[config.mk]
export PLATFORM = sky130hd
export DESIGN_NAME = irrigation_scheduler
export DESIGN_NICKNAME = d
export VERILOG_FILES = /design/src/rtl/irrigation_pkg.sv /design/src/rtl/irrigation_scheduler_sync_edge.sv /design/src/rtl/irrigation_scheduler.sv
export SDC_FILE = /design/constraint.sdc
export NUM_CORES = 1
export LEC_CHECK = 0
export CORE_UTILIZATION = 52
export CTS_CLUSTER_SIZE = 14
export DETAILED_ROUTE_END_ITERATION = 8
export PLACE_DENSITY_LB_ADDON = 0.3
export SYNTH_ARGS = -nofsm -noshare
export SYNTH_HDL_FRONTEND = slang
export SYNTH_SLANG_ARGS = --single-unit
[constraint.sdc]
create_clock -name clock_50MHz -period 4.4 [get_ports clock_50MHz]
set_input_delay 1.32 -clock clock_50MHz [delete_from_list [all_inputs] [get_ports clock_50MHz]]
set_output_delay 1.32 -clock clock_50MHz [all_outputs]
set_load 0.005 [all_outputs]
[src/rtl/irrigation_pkg.sv]
// Shared encodings for the multi-zone irrigation scheduler: watering modes,
// tank-level thresholds and the scheduler FSM states.
package irrigation_pkg;

    localparam logic [1:0] MODE_NONE      = 2'b00;
    localparam logic [1:0] MODE_DRIP      = 2'b01;
    localparam logic [1:0] MODE_SPRINKLER = 2'b10;

    localparam logic [1:0] LEVEL_EMPTY = 2'd0;
    localparam logic [1:0] LEVEL_LOW   = 2'd1;

    typedef enum logic [1:0] {
        ST_SCAN   = 2'd0,
        ST_WATER  = 2'd1,
        ST_SETTLE = 2'd2
    } state_t;

endpackage

[src/rtl/irrigation_scheduler_sync_edge.sv]
// Two-flop synchroniser for a raw asynchronous push input, followed by a
// rising-edge detector that yields a single-cycle pulse.
module sync_edge (
    input  logic clock_50MHz,
    input  logic reset,
    input  logic sig,
    output logic rise
);

    logic sync_p0;
    logic sync_p1;
    logic sync_p2;

    always_ff @(posedge clock_50MHz or posedge reset) begin
        if (reset) begin
            sync_p0 <= 1'b0;
            sync_p1 <= 1'b0;
            sync_p2 <= 1'b0;
        end else begin
            sync_p0 <= sig;
            sync_p1 <= sync_p0;
            sync_p2 <= sync_p1;
        end
    end

    // sync_p2 is the edge register: high for exactly one cycle after a 0->1
    assign rise = sync_p1 & ~sync_p2;

endmodule

[src/rtl/irrigation_scheduler.sv]
// Round-robin multi-zone irrigation scheduler: picks sprinkler/drip/none per
// bed, gates on the tank level and times each run with a 1 Hz countdown.
module irrigation_scheduler
    import irrigation_pkg::*;
#(
    parameter int N_ZONES     = 4,
    parameter int SPRINKLER_S = 30,
    parameter int DRIP_S      = 20,
    parameter int PAUSE_S     = 2,
    parameter int ZW          = $clog2(N_ZONES),
    parameter int SW          = $clog2(((SPRINKLER_S > DRIP_S ? SPRINKLER_S : DRIP_S) > PAUSE_S
                                        ? (SPRINKLER_S > DRIP_S ? SPRINKLER_S : DRIP_S)
                                        : PAUSE_S) + 1)
) (
    input  logic               clock_50MHz,
    input  logic               reset,
    input  logic               tick_1hz,
    input  logic [N_ZONES-1:0] air_umidity,
    input  logic [N_ZONES-1:0] soil_umidity,
    input  logic [N_ZONES-1:0] temperature,
    input  logic [1:0]         water_level,
    input  logic               button,
    output logic [N_ZONES-1:0] valve,
    output logic [1:0]         mode,
    output logic [ZW-1:0]      active_zone,
    output logic [SW-1:0]      remaining,
    output logic               done,
    output logic               aborted
);

    localparam logic [SW-1:0] SPRINKLER_L = SW'(SPRINKLER_S);
    localparam logic [SW-1:0] DRIP_L      = SW'(DRIP_S);
    localparam logic [SW-1:0] PAUSE_L     = SW'(PAUSE_S);
    localparam logic [ZW-1:0] LAST_ZONE   = ZW'(N_ZONES - 1);

    // Need decision with low-tank demotion folded in.
    function automatic logic [1:0] need_mode(input logic air, input logic soil,
                                             input logic hot, input logic [1:0] level);
        if (soil || level == LEVEL_EMPTY)
            return MODE_NONE;
        else if (!air || hot)
            return (level == LEVEL_LOW) ? MODE_DRIP : MODE_SPRINKLER;
        else
            return MODE_DRIP;
    endfunction

    state_t             state;
    state_t             state_n;
    logic [ZW-1:0]      ptr;
    logic [ZW-1:0]      ptr_n;
    logic [ZW-1:0]      ptr_next;
    logic [N_ZONES-1:0] valve_n;
    logic [N_ZONES-1:0] zone_onehot;
    logic [1:0]         mode_n;
    logic [1:0]         mode_req;
    logic [SW-1:0]      remaining_n;
    logic               done_n;
    logic               aborted_n;
    logic               finish;
    logic               abort;
    logic               btn_rise;

    sync_edge u_button (
        .clock_50MHz (clock_50MHz),
        .reset       (reset),
        .sig         (button),
        .rise        (btn_rise)
    );

    assign ptr_next    = (ptr == LAST_ZONE) ? '0 : ptr + ZW'(1);
    assign mode_req    = need_mode(air_umidity[ptr], soil_umidity[ptr],
                                   temperature[ptr], water_level);
    assign active_zone = ptr;

    always_comb begin
        zone_onehot = '0;
        for (int i = 0; i < N_ZONES; i++)
            zone_onehot[i] = (ptr == ZW'(i));
    end

    always_ff @(posedge clock_50MHz or posedge reset) begin
        if (reset) begin
            state     <= ST_SCAN;
            ptr       <= '0;
            valve     <= '0;
            mode      <= MODE_NONE;
            remaining <= '0;
            done      <= 1'b0;
            aborted   <= 1'b0;
        end else begin
            state     <= state_n;
            ptr       <= ptr_n;
            valve     <= valve_n;
            mode      <= mode_n;
            remaining <= remaining_n;
            done      <= done_n;
            aborted   <= aborted_n;
        end
    end

    always_comb begin
        state_n     = state;
        ptr_n       = ptr;
        valve_n     = valve;
        mode_n      = mode;
        remaining_n = remaining;
        done_n      = 1'b0;
        aborted_n   = 1'b0;
        finish      = 1'b0;
        abort       = 1'b0;

        case (state)
            ST_SCAN: begin
                if (mode_req == MODE_NONE) begin
                    ptr_n = ptr_next;
                end else begin
                    state_n     = ST_WATER;
                    mode_n      = mode_req;
                    valve_n     = zone_onehot;
                    remaining_n = (mode_req == MODE_SPRINKLER) ? SPRINKLER_L : DRIP_L;
                end
            end

            ST_WATER: begin
                // Empty tank beats button beats tick beats demotion.
                if (water_level == LEVEL_EMPTY) begin
                    finish = 1'b1;
                    abort  = 1'b1;
                end else if (btn_rise) begin
                    finish = 1'b1;
                    abort  = 1'b1;
                end else if (tick_1hz) begin
                    if (remaining == SW'(1))
                        finish = 1'b1;
                    else
                        remaining_n = remaining - SW'(1);
                end else if (mode == MODE_SPRINKLER && water_level == LEVEL_LOW) begin
                    mode_n = MODE_DRIP;
                    if (remaining > DRIP_L)
                        remaining_n = DRIP_L;
                end

                if (finish) begin
                    done_n    = 1'b1;
                    aborted_n = abort;
                    valve_n   = '0;
                    mode_n    = MODE_NONE;
                    ptr_n     = ptr_next;
                    if (PAUSE_S > 0) begin
                        state_n     = ST_SETTLE;
                        remaining_n = PAUSE_L;
                    end else begin
                        state_n     = ST_SCAN;
                        remaining_n = '0;
                    end
                end
            end

            ST_SETTLE: begin
                if (tick_1hz) begin
                    if (remaining <= SW'(1)) begin
                        state_n     = ST_SCAN;
                        remaining_n = '0;
                    end else begin
                        remaining_n = remaining - SW'(1);
                    end
                end
            end

            default: begin
                state_n = ST_SCAN;
            end
        endcase
    end

endmodule

==> results of run 1 <==
## synth_stat cells, types with 2 or more instances
library cell	n	area, um^2
o311ai_0	2	17.5
inv_1	17	63.8
dfrtp_1	20	500
nor2_1	9	33.8
nand2_1	15	56.3
nor2b_1	4	25.0
a21oi_1	7	35.0
mux2i_1	2	20.0
o21ai_0	16	80.1
nand3_1	2	10.0
ha_1	11	138
o21a_1	2	15.0
a31oi_1	4	25.0
## routing by layer
metal  wire length [um]  global-route usage [%]  part of all wire (%)  vias up
met5                  0                       0                     0        -
met4                 71                    10.8                   2.5        0
met3                134                    3.87                   4.7        9
met2               1470                    42.8                    52       41
met1               1170                    32.0                    41      559
li1                   -                       -                     -      549
## critical path, cell delays in order
cell,delay (ns)
clkdlybuf4s50_1,0.60
inv_1,0.11
or4_1,0.51
a211oi_1,0.40
nand3_1,0.14
o31a_2,0.14
o21ai_0,0.14
## where the power goes
| group | leakage [nW] | total (W) | switching, W | internal, W |
|---|---|---|---|---|
| sequential | 0.252 | 0.000321 | 0.0000735 | 0.000248 |
| combinational | 0.447 | 0.000620 | 0.000327 | 0.000292 |
| clock | 0.0279 | 0.000149 | 0.0000570 | 0.0000921 |
## flip-flops by register name, summed over array words and instances, names as in the netlist, 2 cells and up
signal,flops
remaining,5
active_zone,2
mode,2
state,2
valve,4
## stage by stage
stage	power, W	area (um^2)	util (%)	hold slack (ns)
after floorplan	0.000721	1260	-	0.331
after global placement	0.000906	1600	71.0	0.334
after detailed placement	0.000930	1600	71.0	0.337
after CTS	0.00109	1650	73.3	0.364
after global routing	0.00118	1650	73.3	0.374
final	0.00109	1650	73.3	0.361
## path summary, 6_finish.rpt
check,startpoint,end,cells past startpoint
min in group asynchronous,reset,u_button.sync_p0,2
worst min-delay path,u_button.sync_p0,u_button.sync_p1,0
max in group asynchronous,reset,state[0],2
worst max register to register,state[1],remaining[3],8
worst max-delay path,tick_1hz,remaining[3],7
worst min register to register,u_button.sync_p0,u_button.sync_p1,0
## layout make-up
| cell class | instances | share of cell area [%] |
|---|---|---|
| Clock buffer | 3 | 1.36 |
| Timing Repair Buffer | 32 | 19.4 |
| Inverter | 17 | 3.86 |
| Tap cell | 28 | 2.12 |
| Clock inverter | 1 | 1.82 |
| Sequential cell | 20 | 30.3 |
| Multi-Input combinational cell | 98 | 41.2 |
## cell families (layout without fill, tap and decap cells)
logic type                 after synthesis  in the layout  synth area share [%]
muxes                                    4              4                  4.27
AOI/OAI and AO/OA                       45             45                  23.8
DFF                                     20             20                  39.7
and+or+nand+nor                         38             38                  15.0
adders and majority gates               11             11                  10.9
buffers and inverters                   19             53                  6.26
==> results.py, run 1 <==
metrics = {
    "run_status": {
        "status": "complete, no violations",
    },
    "clock_tree": {
        "cts_tree": "done",
        "cts_resized": 0,
        "worstSkewPairLatency_ns": 0.30,
        "hold_buffers": 0,
        "cts-root-buf": "clkbuf_4",
        "clkTransAtPathRegs_ns": 0.11,
        "cts_max_path_buffers": 2,
        "cts.sinks": 20,
        "post_cts_buffers": 0,
        "h-tree-depth": 1,
        "cts_buffers": 3,
    },
    "critical_path": {
        "end_kind": "register",
        "rrSetupSlack_ns": 1.93,
        "cp-start-kind": "input port",
        "path_class": "in -> reg",
        "path_max_fanout": 6,
        "required_ns": 4.63,
        "critPathArrivalTime_ns": 3.36,
    },
    "drt": {
        "drtPass1Iterations": 4,
        "vias": 1158,
        "route.detailed.drc": 0,
        "wire_per_inst_um": 14.3,
        "drtAntennaViolNets": 0,
        "routed_wl_mm": 2.85,
        "dr.first_iter.drc_count": 44,
        "avgViaCountPerCell": 5.82,
    },
    "synthesis": {
        "yosysWarnings": 0,
        "synth_nets": 166,
        "syn_inst": 137,
        "synth.ff_latch_count": 20,
        "ys.flop_type": "dfrtp_1",
        "synth_edf_count": 0,
        "async_flop_share_pct": 100,
        "synth_cell_types": 39,
        "netlist_area_um2": 1260,
        "avgSynthCellArea_um2": 9.20,
        "ys_seq_area_share_pct": 39.7,
    },
    "final_layout": {
        "seq_area_um2": 500,
        "n_fill_cell": 184,
        "multi_input_area_um2": 681,
        "diodes": 0,
        "fin_nets": 201,
        "final_cells": 199,
        "final_layout_size_suffix_gt1_share_pct": 6.43,
        "final_common_cell": "clkdlybuf4s50_1",
        "final_cell_mix": "32 x clkdlybuf4s50_1, 20 x dfrtp_1, 17 x inv_1",
        "syn_to_final_growth_pct": 31.2,
    },
    "placed_design": {
        "portBuffers": 32,
        "place.gp.congestion": 0.906,
        "dp_slack_ns": 0.956,
        "post-dp-hpwl_mm": 2.21,
        "placed_cells": 195,
    },
    "floorplan": {
        "die-width_um": 51.2,
        "die_area_um2": 2620,
        "coreArea_um2": 2250,
        "boundaryPins": 33,
        "die_h_um": 51.2,
        "rows": 17,
        "initial_core_util_pct": 55.9,
    },
    "power_and_ir_drop": {
        "irDropWorstVdd_mv": 0.442,
        "power_density_nw_per_um2": 660,
        "p_leak_nw": 0.727,
    },
    "worst_hold_path": {
        "hold_class": "reg -> reg",
    },
    "global_route": {
        "antenna_found_initial": 0,
        "grt_max_degree": 21,
        "grt_pass1_wl_mm": 4.90,
        "grt_pass1_vias": 1108,
        "grt_overflow_total": 0,
        "grt.total_usage_pct": 25.3,
    },
    "timing": {
        "fin_crit_sh_pct": 71.1,
        "rsz0062_at_grt": "false",
        "slew_viol_final": 0,
        "worst_pin_slew_ns": 0.738,
        "final.setup.tns_ns": 0,
        "hold_viol": 0,
        "setup_viol": 0,
        "slew_headroom_pct": 50.7,
        "setup_ws_ns": 1.27,
        "fmax_mhz": 319,
        "min_period_ns": 3.13,
        "final.setup_skew_ns": 0.00200,
    },
    "job": {
        "cap_violations": 0,
    },
}
Power figures use the tool's default switching activity.
==> run 2, diff against run 1 <==
--- a/config.mk
+++ b/config.mk
@@ -5,7 +5,7 @@
 export SDC_FILE = /design/constraint.sdc
 export NUM_CORES = 1
 export LEC_CHECK = 0
-export CORE_UTILIZATION = 52
+export CORE_UTILIZATION = 43
 export CTS_CLUSTER_SIZE = 14
 export DETAILED_ROUTE_END_ITERATION = 8
 export PLACE_DENSITY_LB_ADDON = 0.3
==> constraint.sdc (replaced) <==
create_clock -name clock_50MHz -period 2.6 [get_ports clock_50MHz]
set_input_delay 0.78 -clock clock_50MHz [delete_from_list [all_inputs] [get_ports clock_50MHz]]
set_output_delay 0.78 -clock clock_50MHz [all_outputs]
set_load 0.005 [all_outputs]
==> results.py, run 2 (same netlist as run 1, synthesis figures left out) <==
metrics = {
    "critical_path": {
        "rrSetupSlack_ns": 0.31,
        "reg2reg_to": "remaining[3]",
        "r2r_start": "state[1]",
        "crit_buf_inv": 1,
        "critPathArrivalTime_ns": 2.68,
        "cp_cell_sequence": "clkdlybuf4s50_1, mux4_2, or2_1, mux2i_1, nand2_1, a31oi_1, a21oi_1",
        "cp_slowest_cell": "mux4_2",
        "critical_path.top_delay_family": "multiplexers",
        "cp-start-kind": "input port",
        "path_class": "in -> reg",
        "path_max_fanout": 9,
        "end_kind": "register",
        "worst_path_largest_cell_delay_ns": 0.45,
        "r2r_cells": 9,
        "required_ns": 2.78,
    },
    "final_layout": {
        "top_register": "remaining",
        "diodes": 0,
        "final_cell_mix": "32 x clkdlybuf4s50_1, 20 x dfrtp_1, 17 x inv_1",
        "largest_reg_flops": 5,
        "final_cells": 216,
        "syn_to_final_growth_pct": 39.8,
        "final_layout_size_suffix_gt1_share_pct": 13.5,
        "final_common_cell": "clkdlybuf4s50_1",
        "reg_top3": "remaining (5), valve (4)",
        "fin_nets": 215,
        "post-route-util_pct": 63.9,
    },
    "timing": {
        "hold_viol": 0,
        "min_period_ns": 2.49,
        "fmax_mhz": 401,
        "setup_ws_ns": 0.106,
        "slew_viol_final": 0,
        "worst_pin_slew_ns": 0.445,
        "setup_viol": 0,
        "final.setup_skew_ns": 0.00364,
        "rsz0062_at_grt": "false",
        "fin_crit_sh_pct": 95.9,
        "slew_headroom_pct": 70.0,
    },
    "clock_tree": {
        "cts_buffers": 3,
        "cts-root-buf": "clkbuf_4",
        "cts.sinks": 20,
        "cts_tree": "done",
        "cts_resized": 0,
        "cts_max_path_buffers": 2,
        "clkTransAtPathRegs_ns": 0.12,
        "h-tree-depth": 1,
        "worstSkewPairLatency_ns": 0.30,
        "post_cts_buffers": 0,
        "hold_buffers": 0,
    },
    "floorplan": {
        "die_area_um2": 3150,
        "die-width_um": 56.1,
        "initial_core_util_pct": 45.7,
        "rows": 19,
        "coreArea_um2": 2760,
        "boundaryPins": 33,
        "die_h_um": 56.1,
    },
    "drt": {
        "avgViaCountPerCell": 5.55,
        "wire_per_inst_um": 14.5,
        "drtPass1Iterations": 4,
        "route.detailed.drc": 0,
        "vias": 1199,
        "routed_wl_mm": 3.13,
        "dr.first_iter.drc_count": 45,
        "drtAntennaViolNets": 0,
    },
    "worst_hold_path": {
        "worstHoldPathCells": 0,
        "hp-start": "u_button.sync_p0",
        "hold_class": "reg -> reg",
        "min_to": "u_button.sync_p1",
    },
    "job": {
        "cap_violations": 0,
    },
    "placed_design": {
        "post-dp-hpwl_mm": 2.48,
        "placed_cells": 212,
        "portBuffers": 32,
        "place.gp.congestion": 0.904,
        "dp_slack_ns": -0.164,
    },
    "power_and_ir_drop": {
        "p_leak_nw": 0.796,
        "irDropWorstVdd_mv": 0.732,
        "p_total_w": 0.00193,
        "power_density_nw_per_um2": 1100,
    },
    "run_status": {
        "status": "complete, no violations",
    },
    "global_route": {
        "grt_pass1_vias": 1255,
        "antenna_found_initial": 0,
        "grt_max_degree": 21,
        "grt.total_usage_pct": 22.8,
        "grt_overflow_total": 0,
        "grt_pass1_wl_mm": 5.70,
    },
}
==> run 2: cell types whose count changed in the layout (fill, tap and decap cells not counted), sizes merged <==
| cell | before | now |
|---|---|---|
| buf | 0 | 14 |
==> run 2: metrics by stage <==
step | hold WS [ns] | cell area (um^2) | setup TNS, ns
2_1_floorplan | 0.331 | 1260 | 0
3_3_place_gp | 0.335 | 1710 | -0.560
3_5_place_dp | 0.341 | 1710 | -1.30
4_1_cts | 0.370 | 1760 | 0
5_1_grt | 0.376 | 1760 | 0
6_report | 0.365 | 1760 | 0
==> run 2: layout make-up <==
cell class                 instances  area, um^2
tap                               31        38.8
clock inverter                     1        30.0
timing repair buffer              46         425
multi-input combinational         98         681
clock buffer                       3        22.5
inverter                          17        63.8
fill                             237         996
sequential                        20         500
==> run 2: per-layer routing <==
| layer | GRT usage [%] | wire, um | vias to the layer above |
|---|---|---|---|
| li1 | - | - | 578 |
| met1 | 27.9 | 1340 | 580 |
| met2 | 40.3 | 1600 | 31 |
| met3 | 3.72 | 103 | 10 |
| met4 | 8.36 | 87 | 0 |
| met5 | 0 | 0 | - |
==> run 2: how the worst max path moves through the flow <==
stage / from / to / slack (ns) / depth (start not counted)
2_1_floorplan: soil_umidity[3] / remaining[2] / 0.35 / 6
3_3_place_gp: soil_umidity[3] / remaining[2] / -0.09 / 6
3_5_place_dp: soil_umidity[3] / mode[0] / -0.16 / 7
4_1_cts: soil_umidity[3] / mode[0] / 0.14 / 7
5_1_grt: soil_umidity[0] / mode[0] / 0.02 / 7
6_report: soil_umidity[0] / mode[0] / 0.11 / 7
==> run 2: worst reg2reg max path: stages (launching register included) <==
cell,delay (ns)
dfrtp_1,0.42
inv_1,0.10
ha_1,0.27
inv_1,0.08
or4_1,0.53
a211oi_1,0.36
buf_4,0.18
o21a_1,0.11
o21ai_0,0.06
o21ai_0,0.09
==> run 2: power by group <==
part	internal (W)	switching [W]
Sequential	0.000420	0.000115
Combinational	0.000565	0.000578
Clock	0.000156	0.0000993
Total	0.00114	0.000792
